**src/rtl/iram_port_arb_if.sv**
```systemverilog
// iram_port_arb_if: single-beat request/grant port between one RAM master and the arbiter.
interface iram_port_arb_if #(
    parameter int AW = 15,
    parameter int DW = 32
);
    logic          req;
    logic          we;
    logic          lock;
    logic [AW-1:0] addr;
    logic [DW-1:0] wdata;
    logic [3:0]    wem;
    logic          gnt;
    logic          rvalid;
    logic [DW-1:0] rdata;

    modport master (output req, we, lock, addr, wdata, wem, input gnt, rvalid, rdata);
    modport slave  (input req, we, lock, addr, wdata, wem, output gnt, rvalid, rdata);
endinterface

```
**src/rtl/iram_port_arb.sv**
```systemverilog
// iram_port_arb: round-robin arbiter with bounded locking between the load/store unit (m0)
// and the loader/debug path (m1) onto the data-side RAM port.
module iram_port_arb #(
    parameter int AW       = 15,
    parameter int DW       = 32,
    parameter int HOLD_MAX = 4
) (
    input  logic          clk,
    input  logic          rst_n,
    iram_port_arb_if.slave m0,
    iram_port_arb_if.slave m1,
    output logic          ram_en,
    output logic          ram_we,
    output logic [AW-1:0] ram_addr,
    output logic [DW-1:0] ram_wdata,
    output logic [3:0]    ram_wem,
    input  logic [DW-1:0] ram_rdata,
    output logic          owner
);
    localparam int HW = $clog2(HOLD_MAX + 1);
    localparam logic [HW-1:0] HMAX = HW'(HOLD_MAX);

    typedef enum logic [1:0] {IDLE, LOCK0, LOCK1} state_t;

    state_t        state, state_nx;
    logic          last, last_nx;
    logic [HW-1:0] hold_cnt, hold_nx;
    logic          lock_own, own_req, oth_req, idle_win, win, any, lock_w;

    always_comb begin
        lock_own = (state == LOCK1);
        own_req  = lock_own ? m1.req : m0.req;
        oth_req  = lock_own ? m0.req : m1.req;
        idle_win = m0.req ? (m1.req & ~last) : 1'b1;
        // A locked owner yields exactly once its hold budget is spent and the other side waits.
        win      = (state != IDLE && own_req) ? (lock_own ^ (hold_cnt == HMAX && oth_req)) : idle_win;
        any      = rst_n & (m0.req | m1.req);
        lock_w   = win ? m1.lock : m0.lock;
        state_nx = IDLE;
        last_nx  = last;
        hold_nx  = '0;
        if (any) begin
            state_nx = lock_w ? (win ? LOCK1 : LOCK0) : IDLE;
            last_nx  = win;
            hold_nx  = (win != last) ? HW'(1) : (hold_cnt == HMAX) ? HMAX : hold_cnt + 1'b1;
        end
    end

    assign m0.gnt    = any & ~win;
    assign m1.gnt    = any & win;
    assign ram_en    = any;
    assign ram_we    = any & (win ? m1.we : m0.we);
    assign ram_addr  = any ? (win ? m1.addr : m0.addr) : '0;
    assign ram_wdata = any ? (win ? m1.wdata : m0.wdata) : '0;
    assign ram_wem   = ram_we ? (win ? m1.wem : m0.wem) : 4'b0;
    assign m0.rdata  = ram_rdata;
    assign m1.rdata  = ram_rdata;
    assign owner     = last;

    always_ff @(posedge clk) begin
        if (!rst_n) begin
            state     <= IDLE;
            last      <= 1'b1;
            hold_cnt  <= '0;
            m0.rvalid <= 1'b0;
            m1.rvalid <= 1'b0;
        end else begin
            state     <= state_nx;
            last      <= last_nx;
            hold_cnt  <= hold_nx;
            m0.rvalid <= m0.gnt & ~m0.we;
            m1.rvalid <= m1.gnt & ~m1.we;
        end
    end
endmodule

```
**src/flat_wrapper.sv**
```systemverilog
// flat-port wrapper written by rule: the top's interface ports become plain ports
module iram_port_arb_flat 
#(
    parameter int AW       = 15,
    parameter int DW       = 32,
    parameter int HOLD_MAX = 4
)
  (clk, rst_n, ram_en, ram_we, ram_addr, ram_wdata, ram_wem, ram_rdata, owner, m0_req, m0_we, m0_lock, m0_addr, m0_wdata, m0_wem, m0_gnt, m0_rvalid, m0_rdata, m1_req, m1_we, m1_lock, m1_addr, m1_wdata, m1_wem, m1_gnt, m1_rvalid, m1_rdata);
  iram_port_arb_if #(.AW(AW), .DW(DW)) m0_i ();
  iram_port_arb_if #(.AW(AW), .DW(DW)) m1_i ();
  input  logic clk;
  input  logic rst_n;
  output logic ram_en;
  output logic ram_we;
  output logic [AW-1:0] ram_addr;
  output logic [DW-1:0] ram_wdata;
  output logic [3:0] ram_wem;
  input  logic [DW-1:0] ram_rdata;
  output logic owner;
  input wire logic [$bits(m0_i.req)-1:0] m0_req;
  input wire logic [$bits(m0_i.we)-1:0] m0_we;
  input wire logic [$bits(m0_i.lock)-1:0] m0_lock;
  input wire logic [$bits(m0_i.addr)-1:0] m0_addr;
  input wire logic [$bits(m0_i.wdata)-1:0] m0_wdata;
  input wire logic [$bits(m0_i.wem)-1:0] m0_wem;
  output wire logic [$bits(m0_i.gnt)-1:0] m0_gnt;
  output wire logic [$bits(m0_i.rvalid)-1:0] m0_rvalid;
  output wire logic [$bits(m0_i.rdata)-1:0] m0_rdata;
  input wire logic [$bits(m1_i.req)-1:0] m1_req;
  input wire logic [$bits(m1_i.we)-1:0] m1_we;
  input wire logic [$bits(m1_i.lock)-1:0] m1_lock;
  input wire logic [$bits(m1_i.addr)-1:0] m1_addr;
  input wire logic [$bits(m1_i.wdata)-1:0] m1_wdata;
  input wire logic [$bits(m1_i.wem)-1:0] m1_wem;
  output wire logic [$bits(m1_i.gnt)-1:0] m1_gnt;
  output wire logic [$bits(m1_i.rvalid)-1:0] m1_rvalid;
  output wire logic [$bits(m1_i.rdata)-1:0] m1_rdata;
  assign m0_i.req = m0_req;
  assign m0_i.we = m0_we;
  assign m0_i.lock = m0_lock;
  assign m0_i.addr = m0_addr;
  assign m0_i.wdata = m0_wdata;
  assign m0_i.wem = m0_wem;
  assign m0_gnt = m0_i.gnt;
  assign m0_rvalid = m0_i.rvalid;
  assign m0_rdata = m0_i.rdata;
  assign m1_i.req = m1_req;
  assign m1_i.we = m1_we;
  assign m1_i.lock = m1_lock;
  assign m1_i.addr = m1_addr;
  assign m1_i.wdata = m1_wdata;
  assign m1_i.wem = m1_wem;
  assign m1_gnt = m1_i.gnt;
  assign m1_rvalid = m1_i.rvalid;
  assign m1_rdata = m1_i.rdata;
  iram_port_arb #(.AW(AW), .DW(DW), .HOLD_MAX(HOLD_MAX)) u_core (.clk(clk), .rst_n(rst_n), .m0(m0_i), .m1(m1_i), .ram_en(ram_en), .ram_we(ram_we), .ram_addr(ram_addr), .ram_wdata(ram_wdata), .ram_wem(ram_wem), .ram_rdata(ram_rdata), .owner(owner));
endmodule
```
**config.mk**
```make
export PLATFORM = sky130hd
export DESIGN_NAME = iram_port_arb_flat
export DESIGN_NICKNAME = d
export VERILOG_FILES = /design/src/rtl/iram_port_arb_if.sv /design/src/rtl/iram_port_arb.sv /design/src/flat_wrapper.sv
export SDC_FILE = /design/constraint.sdc
export NUM_CORES = 1
export LEC_CHECK = 0
export ABC_AREA = 1
export BUFFER_PORTS_ARGS = -buffer_cell sky130_fd_sc_hd__buf_2
export CAP_MARGIN = 10
export CORE_AREA = 10 10 94 96
export CTS_CLUSTER_DIAMETER = 60
export DETAILED_ROUTE_END_ITERATION = 7
export DIE_AREA = 0 0 104 106
export HOLD_SLACK_MARGIN = 0.12
export PLACE_DENSITY = 0.69
export SLEW_MARGIN = 15
export SYNTH_ARGS = -nofsm -noshare
export SYNTH_HDL_FRONTEND = slang
export SYNTH_SLANG_ARGS = --single-unit
```
**constraint.sdc**
```tcl
create_clock -name clk -period 2.6 [get_ports clk]
set_clock_uncertainty 0.05 [all_clocks]
set_input_delay 0.78 -clock clk [delete_from_list [all_inputs] [get_ports clk]]
set_output_delay 0.78 -clock clk [all_outputs]
set_load 0.02 [all_outputs]
```
# Yosys cells after proc, flatten, opt, wreduce, memory -nomap -nowiden
# Cells that the tools add are included.
# op_classes
add_sub_neg,1
n_mul,0
n_div,0
order_cmp,0
eq_ne,3
n_shift,0
mux,15
bitwise,15
n_reduce_logical,7
# op_table
operator,count
$mux 32,2
$mux 15,2
$mux 4,2
$and 1x1->1,7
$mux 1,7
$not 1->1,6
$reduce_or 4->1,1
$add 3x1->3 const B,1
$eq 3x3->1 const B,1
$mux 3,1
$reduce_and 3->1,1
$reduce_or 3->1,1
$eq 2x2->1 const B,1
$logic_and 1x1->1,2
$mux 2,1
$reduce_and 2->1,1
$reduce_bool 2->1,1
$ne 1x1->1,1
$or 1x1->1,1
$xor 1x1->1,1
# word_totals
register_bits,8
latch_bits,0
mem_bits_rw,0
mem_bits_ro,0
out_inout_bits,122
word_cells,48
memories,0

# Longest topological paths before layout
# Gate-level depths: netlist of the first run.
# logic_depth
ltp_word,8
ltp_mapped,13
mapped_depth_nobuf,11

# Least setup slack after synthesis of the first run
# Ideal clock, no wire load.
# synth_timing
path_kind,input to output
from,input port m0_req
to,output port ram_wdata[16]
arrival_time_ns,1.819
t_required_ns,1.770
path_slack_ns,-0.049
path_stages,9
path_cell_list,buf_6 > o21ai_1 > inv_2 > nand2_4 > inv_2 > buf_6 > buf_12 > nand2_2 > nand2_1
# synth_via
elab_cells_between_ends,11
# synth_lines
element,line,rtl
"start, declared",flat_wrapper.sv:20,input wire logic [$bits(m0_i.req)-1:0] m0_req;
$or 1x1->1,iram_port_arb.sv:37,any = rst_n & (m0.req | m1.req);
$and 1x1->1,iram_port_arb.sv:37,
via ram_en,flat_wrapper.sv:13,output logic ram_en;
$mux 32,iram_port_arb.sv:54,assign ram_wdata = any ? (win ? m1.wdata : m0.wdata) : '0;
"end, declared",flat_wrapper.sv:16,output logic [DW-1:0] ram_wdata;
# The timed path passes the listed nets, and every way through them passes these cells.

# Worst setup path in the final report of the first run
# layout_timing
from,input port m1_req
to,output port ram_wdata[27]
# layout_via
elab_chain_len,6
elab_cells_between_ends,12
# layout_rtl
element,line,rtl
"start, declared",flat_wrapper.sv:29,input wire logic [$bits(m1_i.req)-1:0] m1_req;
$mux 1,iram_port_arb.sv:33,oth_req = lock_own ? m0.req : m1.req;
$logic_and 1x1->1,iram_port_arb.sv:36,win = (state != IDLE && own_req) ? (lock_own ^ (hold_cnt == HMAX && oth_req)) : idle_win;
$xor 1x1->1,iram_port_arb.sv:36,
$mux 1,iram_port_arb.sv:36,
$mux 32,iram_port_arb.sv:54,
$mux 32 (*),iram_port_arb.sv:54,
# Mark *: on every way between the ends. The rest lies on a longest branch, timed or not.

==> results of run 1 <==
-- per-layer routing --
metal | vias to the layer above | routed length, um | global-route usage
li1 | 1025 | - | -
met1 | 917 | 2950 | 0.134
met2 | 132 | 3880 | 0.221
met3 | 30 | 1020 | 0.0767
met4 | 0 | 222 | 0.0457
met5 | - | 0 | 0
-- worst max path at each step --
stage,from,to,slack (ps),depth (start not counted)
global placement,m1_req,ram_wdata[4],-90,10
detailed placement,m1_req,ram_wdata[4],-110,10
global route,u_core.hold_cnt[0],ram_wdata[14],-110,12
finish,m1_req,ram_wdata[27],-50,10
CTS,m1_req,ram_addr[13],-90,10
floorplan,m0_req,ram_wdata[16],10,9
-- cell type report --
cell class | instances | area (um2)
Clock buffer | 3 | 41.3
Timing Repair Buffer | 187 | 1400
Tap cell | 99 | 124
Sequential cell | 8 | 163
Inverter | 14 | 60.1
Multi-Input combinational cell | 192 | 1060
Fill cell | 719 | 4210
-- synthesized netlist by cell type --
cell,count
buf_12,1
inv_1,12
dfxtp_1,8
nand2_2,11
o21ai_1,1
nand2_4,2
nand2_8,1
nor2_4,1
o21ai_0,2
nor2_1,11
a21boi_4,1
nand2_1,150
nor3_1,1
inv_2,2
buf_4,64
a21oi_1,1
nand3_1,8
buf_6,6
buf_2,4
ha_1,2
-- stage by stage --
step	setup WS, ps	total power [W]
6_report	-46.7	0.000896
5_1_grt	-109	0.000958
4_1_cts	-88.1	0.000853
3_5_place_dp	-108	0.000571
3_3_place_gp	-93.4	0.000564
2_1_floorplan	11.3	0.000523
-- registers in the layout, summed over array words and instances, names as in the netlist --
signal            count
u_core.hold_cnt       3
u_core.m1.rvalid      1
u_core.state          2
u_core.m0.rvalid      1
u_core.owner          1
-- power breakdown --
part	switching [W]	leakage [nW]	internal (W)	total [W]
Combinational	0.000316	1.56	0.000289	0.000605
Clock	0.0000527	0.0216	0.000101	0.000153
Sequential	0.00000597	0.0658	0.000131	0.000137
-- critical path, cell delays in order --
cell and delay (ps):
buf_6 90, a21boi_4 130, nand2_4 90, nand2_8 70, nor2_4 130, buf_6 140, buf_16 140, nand2_2 60
nand2_2 60, buf_6 110
-- cell families after synthesis --
| kind of cell | synth area share |
|---|---|
| buffers and inverters | 0.391 |
| adders and majority gates | 0.0153 |
| and+or+nand+nor | 0.472 |
| AOI/OAI and AO/OA | 0.0237 |
| DFF | 0.0979 |
-- repair_timing --
| action | 4_1_cts | 5_1_grt |
|---|---|---|
| gates cloned | 4 | 1 |
| pin swaps | 6 | 39 |
| hold buffers | 0 | 0 |
| setup endpoints to repair | 53 | 53 |
| resized for setup | 105 | 74 |
| setup buffers | 6 | 0 |
==> run summary, run 1 <==
final worst path period need: 2650 ps
Ports: 264
synthesized area: 1640 um2
Mapped Cells: 289
worst hold-check path type: flop to flop
DRT iter0 DRCs: 30
# nets final: 550
Final Max Tran Viols: 0
DPL Wire Length: 5.82 mm
Final Core Density: 0.404
Distinct cells, synth: 20
DRC: 0
Reg-to-Reg Start: u_core.hold_cnt[1]
Row Count: 31
design area: 2850 um2
CTS tree: done
worst vdd ir: 181 uV
GRT Total Usage: 0.131
worst-skew pair later-pin latency: 230 ps
status: complete, but fails checks
share of post-route cells with drive strength above 1: 0.681
Ys Warns: 0
n_diodes: 0
Synth area leader: nand2_1
ranking of synthesized cells by area: nand2_1 (34%), buf_4 (29%), dfxtp_1 (9.8%)
remaining antenna violation count: 0
Max Fclk: 0.378 GHz
maxcap violations: 0
Hold WS: 509 ps
Routed WL per cell: 16.1 um
total die area: 11000 um2
top-area cell type share of the netlist area: 0.344
Congestion Overflow GR: 0
hold path depth: 2
most common cell after layout, fill and taps aside: buf_2
port bufs: 167
number of global-route vias before repair: 2387
Slew HR: 0.887
number of H-tree levels: 1
Worst Tran Pin Value: 167 ps
DP Area: 2140 um2
WS Path Type: input port to output pin
syn_area_per_cell: 5.66 um2
P per Cell Area: 314 nW/um2
Vias: 2104
CTS root buf: clkbuf_8
CTS Buf Count: 3
setup violators final: 38
Reg-to-Reg End: u_core.hold_cnt[0]
crit path DAT: 1820 ps
total core area: 7060 um2
final RePlAce weighted congestion: 0.770
final number of hold-violating endpoints: 0
largest net degree at the start of global routing: 19
most frequent cells in the layout: buf_2 (114), nand2_1 (97), nand2_2 (57), buf_6 (41), buf_4 (24)
unrepaired setup endpoints after global routing: yes
die width: 104 um
Hold Crit Start: u_core.owner
placed cells: 491
hold endpoint: u_core.owner
Initial Util: 0.232
Initial DRT Pass Iterations: 4
antenna violations before repair: 0
Layout Cells excl Fill: 503
syn nets: 433
Worst Path Required: 1770 ps
slack of the critical path: -46.7 ps
period utilization: 1.02
r2r worst-path depth: 13
sequential fraction of the synthesis area: 0.0979
leakage: 1.65 nW
Worst R2R Setup Slack: 1080 ps
setup tns final: -798 ps
Area growth, synth to finish: 74.2%
flip-flop and latch count after synthesis: 8
Worst-path clk slew: 40 ps
WL final: 8.08 mm
Longest Clk Path Bufs: 2
clk sink count: 8
Worst setup EP type: output pin
Via density: 4.18
die height: 106 um
failing checks: negative setup slack
wire length of the first global-routing pass: 12.1 mm
startpoint types: input port
worst-path maximum fanout: 8
No activity file was read; power rests on OpenSTA's default activity.
==> run 2, diff against run 1 <==
--- a/config.mk
+++ b/config.mk
@@ -13,6 +13,7 @@
 export DETAILED_ROUTE_END_ITERATION = 7
 export DIE_AREA = 0 0 104 106
 export HOLD_SLACK_MARGIN = 0.12
+export MAX_ROUTING_LAYER = met4
 export PLACE_DENSITY = 0.69
 export SLEW_MARGIN = 15
 export SYNTH_ARGS = -nofsm -noshare
==> run 2 against run 1 <==
The run still ends with negative setup slack left. Total power rose by 0.14%. Die area did not move. Clock power barely moved. Clock-buffer cell count did not move. Sequential power barely moved. Final cell count did not move. Routed wire length rose by 0.27%. Core utilization did not move. Worst hold slack barely moved. First-iteration DRC count fell by 23%. Largest power group unchanged.
==> run summary, run 2 (synthesis results as in run 1) <==
number of H-tree levels: 1 (unchanged)
antenna violations before repair: 0 (unchanged)
Row Count: 31 (unchanged)
Largest register FFs: 3 (unchanged)
Critical Path Most Common Cell: buf_6
Congestion Overflow GR: 0 (unchanged)
worst vdd ir: 181 uV (+0.14%)
Worst Tran Pin Value: 167 ps (+0.000358 ps)
final worst path period need: 2650 ps (+0.572 ps)
Max Fclk: 0.378 GHz (about the same)
slowest CP cell: buf_6
die height: 106 um (unchanged)
# nets final: 550 (unchanged)
period utilization: 1.02 (about the same)
most common cell after layout, fill and taps aside: buf_2
number of global-route vias before repair: 2391 (+0.17%)
Ports: 264 (unchanged)
status: complete, but fails checks
Top Registers: u_core.hold_cnt (3), u_core.state (2)
Setup crit start: m1_req
Worst R2R Setup Slack: 1080 ps (about the same)
DRT iter0 DRCs: 23 (-23%)
CTS tree: done
Longest Clk Path Bufs: 2 (unchanged)
largest net degree at the start of global routing: 19 (unchanged)
Area growth, synth to finish: 74.2% (unchanged)
Hold Crit Start: u_core.owner
CTS root buf: clkbuf_8
CTS Buf Count: 3 (unchanged)
port bufs: 167 (unchanged)
remaining antenna violation count: 0 (unchanged)
Initial DRT Pass Iterations: 4 (unchanged)
crit-path cells: buf_6, a21boi_4, nand2_4, nand2_8, nor2_4, buf_6, buf_16, nand2_2, nand2_2, buf_6
maxcap violations: 0 (unchanged)
startpoint types: input port
Final Max Tran Viols: 0 (unchanged)
cell family with most CP delay: buffers and inverters
WL final: 8.10 mm (+0.27%)
DRC: 0 (unchanged)
share of post-route cells with drive strength above 1: 0.681 (unchanged)
setup violators final: 40 (+5.3%)
WS Path Type: input port to output pin
Worst setup EP type: output pin
Initial Util: 0.232 (unchanged)
Largest Register: u_core.hold_cnt
Hold WS: 508 ps (-0.136 ps)
Vias: 2110 (+0.29%)
worst path bufs/invs: 4 (unchanged)
setup tns final: -849 ps (-51.2 ps)
failing checks: negative setup slack
total die area: 11000 um2 (unchanged)
die width: 104 um (unchanged)
worst-skew pair later-pin latency: 230 ps (about the same)
Slew HR: 0.887 (unchanged)
final number of hold-violating endpoints: 0 (unchanged)
Via density: 4.19 (+0.29%)
wire length of the first global-routing pass: 12.1 mm (-0.12%)
clk sink count: 8 (unchanged)
leakage: 1.65 nW (unchanged)
GRT Total Usage: 0.135 (+0.00380)
Final Total Pwr: 0.000897 W (+0.14%)
P per Cell Area: 315 nW/um2 (+0.14%)
crit path DAT: 1820 ps (about the same)
n_diodes: 0 (unchanged)
FILL cells: 719 (unchanged)
most frequent cells in the layout: buf_2 (114), nand2_1 (97), nand2_2 (57), buf_6 (41), buf_4 (24)
slack of the critical path: -47.3 ps (-0.572 ps)
total core area: 7060 um2 (unchanged)
Routed WL per cell: 16.1 um (+0.27%)
final RePlAce weighted congestion: 0.781 (+1.4%)
Reg-to-Reg Start: u_core.hold_cnt[1]
unrepaired setup endpoints after global routing: yes
DPL Wire Length: 5.82 mm (unchanged)
CP peak stage delay: 140 ps (about the same)
worst hold-check path type: flop to flop
Worst Path Required: 1770 ps (about the same)
hold buffers post-CTS: 0 (unchanged)
Final Core Density: 0.404 (unchanged)
Worst-path clk slew: 40 ps (about the same)
worst-path maximum fanout: 8 (unchanged)
[run 2: cell counts in the layout (fill, tap and decap cells not counted)]
Identical to the previous run, type by type.
[run 2: final cells by class]
class / instances / area (um2) / share of cell area
Sequential cell: 8 / 163 / 0.0570
Timing Repair Buffer: 187 / 1400 / 0.491
Multi-Input combinational cell: 192 / 1060 / 0.373
Inverter: 14 / 60.1 / 0.0211
Clock buffer: 3 / 41.3 / 0.0145
Tap cell: 99 / 124 / 0.0434
[run 2: power by group]
| part | switching, W | leakage, nW | internal (W) |
|---|---|---|---|
| registers | 0.00000599 | 0.0658 | 0.000131 |
| logic | 0.000317 | 1.56 | 0.000289 |
| clock network | 0.0000530 | 0.0216 | 0.000101 |
[run 2: repair_timing]
item | CTS | global route
endpoints found under the setup margin | 53 | 53
gates resized for setup | 105 | 74
gates cloned | 4 | 1
hold endpoints to repair | 0 | 0
buffers inserted | 6 | 0
pin swaps | 6 | 39
[run 2: worst min-delay path, stage by stage (launching register included)]
cell     delay [ps]
dfxtp_2         360
o21ai_0         110
nand2_1          60
[run 2: through the flow]
step           cell area (um2)  cells  worst slack (ps)
6_report                  2850    503             -47.3
5_1_grt                   2850    503              -109
4_1_cts                   2640    504             -88.1
3_5_place_dp              2140    491              -108
3_3_place_gp              2140    491             -93.4
2_1_floorplan             1640    289              11.3
[run 2: worst paths after layout]
check | to | depth (start not counted)
worst min register to register | u_core.owner | 2
worst max-delay path | ram_wdata[27] | 10
worst min-delay path | u_core.owner | 2
worst max register to register | u_core.hold_cnt[0] | 13
[run 2: layer usage]
| metal | up-vias | track usage | wire length, um |
|---|---|---|---|
| met2 | 132 | 0.221 | 3870 |
| met1 | 919 | 0.149 | 3280 |
| met3 | 34 | 0.0501 | 731 |
| met4 | 0 | 0.0457 | 222 |
| li1 | 1025 | - | - |
| met5 | - | - | 0 |
==> run 3, diff against run 2 <==
--- a/config.mk
+++ b/config.mk
@@ -6,7 +6,7 @@
 export NUM_CORES = 1
 export LEC_CHECK = 0
 export ABC_AREA = 1
-export BUFFER_PORTS_ARGS = -buffer_cell sky130_fd_sc_hd__buf_2
+export BUFFER_PORTS_ARGS = -buffer_cell sky130_fd_sc_hd__buf_4
 export CAP_MARGIN = 10
 export CORE_AREA = 10 10 94 96
 export CTS_CLUSTER_DIAMETER = 60
==> run 3 against run 2 <==
The run still ends with negative setup slack left. Via count about the same. Global-route usage decreased by 0.70 points. Worst hold slack improved by 19 ps. Sequential cell count did not move. Final area grew 12%. Die area is the same. Fmax shrank 0.63%. Core utilization rose by 4.8 points. Setup slack got worse by 17 ps. Routed wire length is 2.5% higher.
==> run summary, run 3 (synthesis results as in run 1) <==
Vias: 2109 (-0.047%)
most common cell after layout, fill and taps aside: buf_4
slack of the critical path: -64.0 ps (-16.7 ps)
final number of hold-violating endpoints: 0 (unchanged)
DRC: 0 (unchanged)
Largest Register: u_core.hold_cnt
largest net degree at the start of global routing: 34 (+15)
CTS tree: done
# nets final: 550 (unchanged)
status: complete, but fails checks
CTS root buf: clkbuf_8
maxcap violations: 0 (unchanged)
setup violators final: 48 (+20%)
internal power: 0.000580 W (+11%)
CTS Buf Count: 3 (unchanged)
most frequent cells in the layout: buf_4 (127), nand2_1 (100), nand2_2 (53), buf_6 (49), inv_1 (10)
Longest Clk Path Bufs: 2 (unchanged)
share of post-route cells with drive strength above 1: 0.663 (-0.0173)
Comb pwr share: 0.694 (+0.018)
total die area: 11000 um2 (unchanged)
GRT Total Usage: 0.128 (-0.00701)
Largest register FFs: 3 (unchanged)
Ports: 264 (unchanged)
wire length of the first global-routing pass: 11.2 mm (-7.4%)
antenna violations before repair: 0 (unchanged)
Congestion Overflow GR: 0 (unchanged)
Routed WL per cell: 16.5 um (+2.5%)
Max Fclk: 0.375 GHz (-0.63%)
placed cells: 493 (+0.41%)
Slew HR: 0.868 (-0.0190)
final RePlAce weighted congestion: 0.789 (+1.1%)
leakage: 1.76 nW (+7.0%)
Clock power frac: 0.163 (-0.008)
unrepaired setup endpoints after global routing: yes
die height: 106 um (unchanged)
P per Cell Area: 300 nW/um2 (-4.6%)
Initial DRT Pass Iterations: 6 (+2)
design area: 3190 um2 (+12%)
DPL Wire Length: 6.11 mm (+5.1%)
Final Max Tran Viols: 0 (unchanged)
WL final: 8.30 mm (+2.5%)
Layout Cells excl Fill: 503 (unchanged)
DP Area: 2580 um2 (+20%)
Worst setup EP type: output pin
worst hold-check path type: flop to flop
Worst Path Required: 1770 ps (about the same)
die width: 104 um (unchanged)
Via density: 4.19 (about the same)
Row Count: 31 (unchanged)
Worst Tran Pin Value: 196 ps (+28.7 ps)
period utilization: 1.02 (+0.00642)
clk sink count: 8 (unchanged)
worst-skew pair later-pin latency: 240 ps (about the same)
number of global-route vias before repair: 2149 (-10%)
worst vdd ir: 295 uV (+63%)
Worst-path clk slew: 40 ps (about the same)
worst-path maximum fanout: 8 (unchanged)
Top Registers: u_core.hold_cnt (3), u_core.state (2)
final worst path period need: 2660 ps (+16.7 ps)
n_diodes: 0 (unchanged)
DRT iter0 DRCs: 38 (+65%)
Area growth, synth to finish: 95.0%
failing checks: negative setup slack
startpoint types: input port
total core area: 7060 um2 (unchanged)
crit path DAT: 1830 ps (about the same)
remaining antenna violation count: 0 (unchanged)
number of H-tree levels: 1 (unchanged)
P_sw: 0.000378 W (+0.64%)
sequential power share: 0.143 (-0.010)
Net Sw Frac: 0.395 (-0.0240)
port bufs: 167 (unchanged)
Initial Util: 0.232 (unchanged)
Final Total Pwr: 0.000958 W (+6.7%)
WS Path Type: input port to output pin
run 3: changes by cell type in the layout (fill, tap and decap cells not counted):
cell,previous run,this run
buf_2,114,0
buf_4,24,127
buf_6,41,49
nand2_2,57,53
inv_1,7,10
inv_2,6,3
nand2_1,97,100
buf_12,4,6
buf_16,3,1
clkbuf_16,1,3
buf_8,0,1
dfxtp_1,6,7
dfxtp_2,2,1
nand2_4,8,9
run 3: through the flow:
stage	hold slack, ps	TNS (ps)	setup WS [ps]	utilization
3_5_place_dp	493	-1990	-69.3	0.365
2_1_floorplan	464	0	11.3	-
6_report	528	-1860	-64.0	0.452
4_1_cts	502	-227	-34.2	0.398
5_1_grt	555	-4400	-137	0.452
3_3_place_gp	476	-984	-46.5	0.365
run 3: layout make-up:
| cell class | instances | area (um2) |
|---|---|---|
| Inverter | 14 | 60.1 |
| Timing Repair Buffer | 187 | 1740 |
| Sequential cell | 8 | 161 |
| Fill cell | 693 | 3870 |
| Tap cell | 99 | 124 |
| Multi-Input combinational cell | 192 | 1060 |
| Clock buffer | 3 | 41.3 |
run 3: final timing paths:
kind / depth (start not counted) / slack [ps] / startpoint / to
min reg2reg: 3 / 530 / u_core.hold_cnt[2] / u_core.hold_cnt[2]
max: 10 / -60 / m1_req / ram_wdata[7]
min: 3 / 530 / u_core.hold_cnt[2] / u_core.hold_cnt[2]
max reg2reg: 13 / 1070 / u_core.hold_cnt[0] / u_core.hold_cnt[0]
run 3: routing by layer:
metal,global-route usage,vias up,wire length [um]
met3,0.0501,31,769
met5,-,-,0
met1,0.143,920,3360
li1,-,1027,-
met4,0.0577,0,252
met2,0.199,131,3920
run 3: timing repair:
item                       in CTS  in global routing
setup endpoints to repair      52                 53
gates cloned                    1                  4
hold buffers                    0                  0
pin swaps                       8                 26
buffers inserted                1                  1
gates resized for setup        48                 82
run 3: power groups by stage:
stage	clock (W)	sequential (W)	combinational, W
3_5_place_dp	0	0.000139	0.000524
6_report	0.000156	0.000137	0.000664
5_1_grt	0.000164	0.000138	0.000708
2_1_floorplan	0	0.000141	0.000382
3_3_place_gp	0	0.000138	0.000519
4_1_cts	0.000161	0.000137	0.000577
run 3: worst max-delay path: stages:
cell and delay, ps:
buf_6 90, a21boi_4 130, nand2_4 80, nand2_8 70
nor2_4 120, buf_12 140, clkbuf_16 170, nand2_2 60
nand2_2 60, buf_6 110
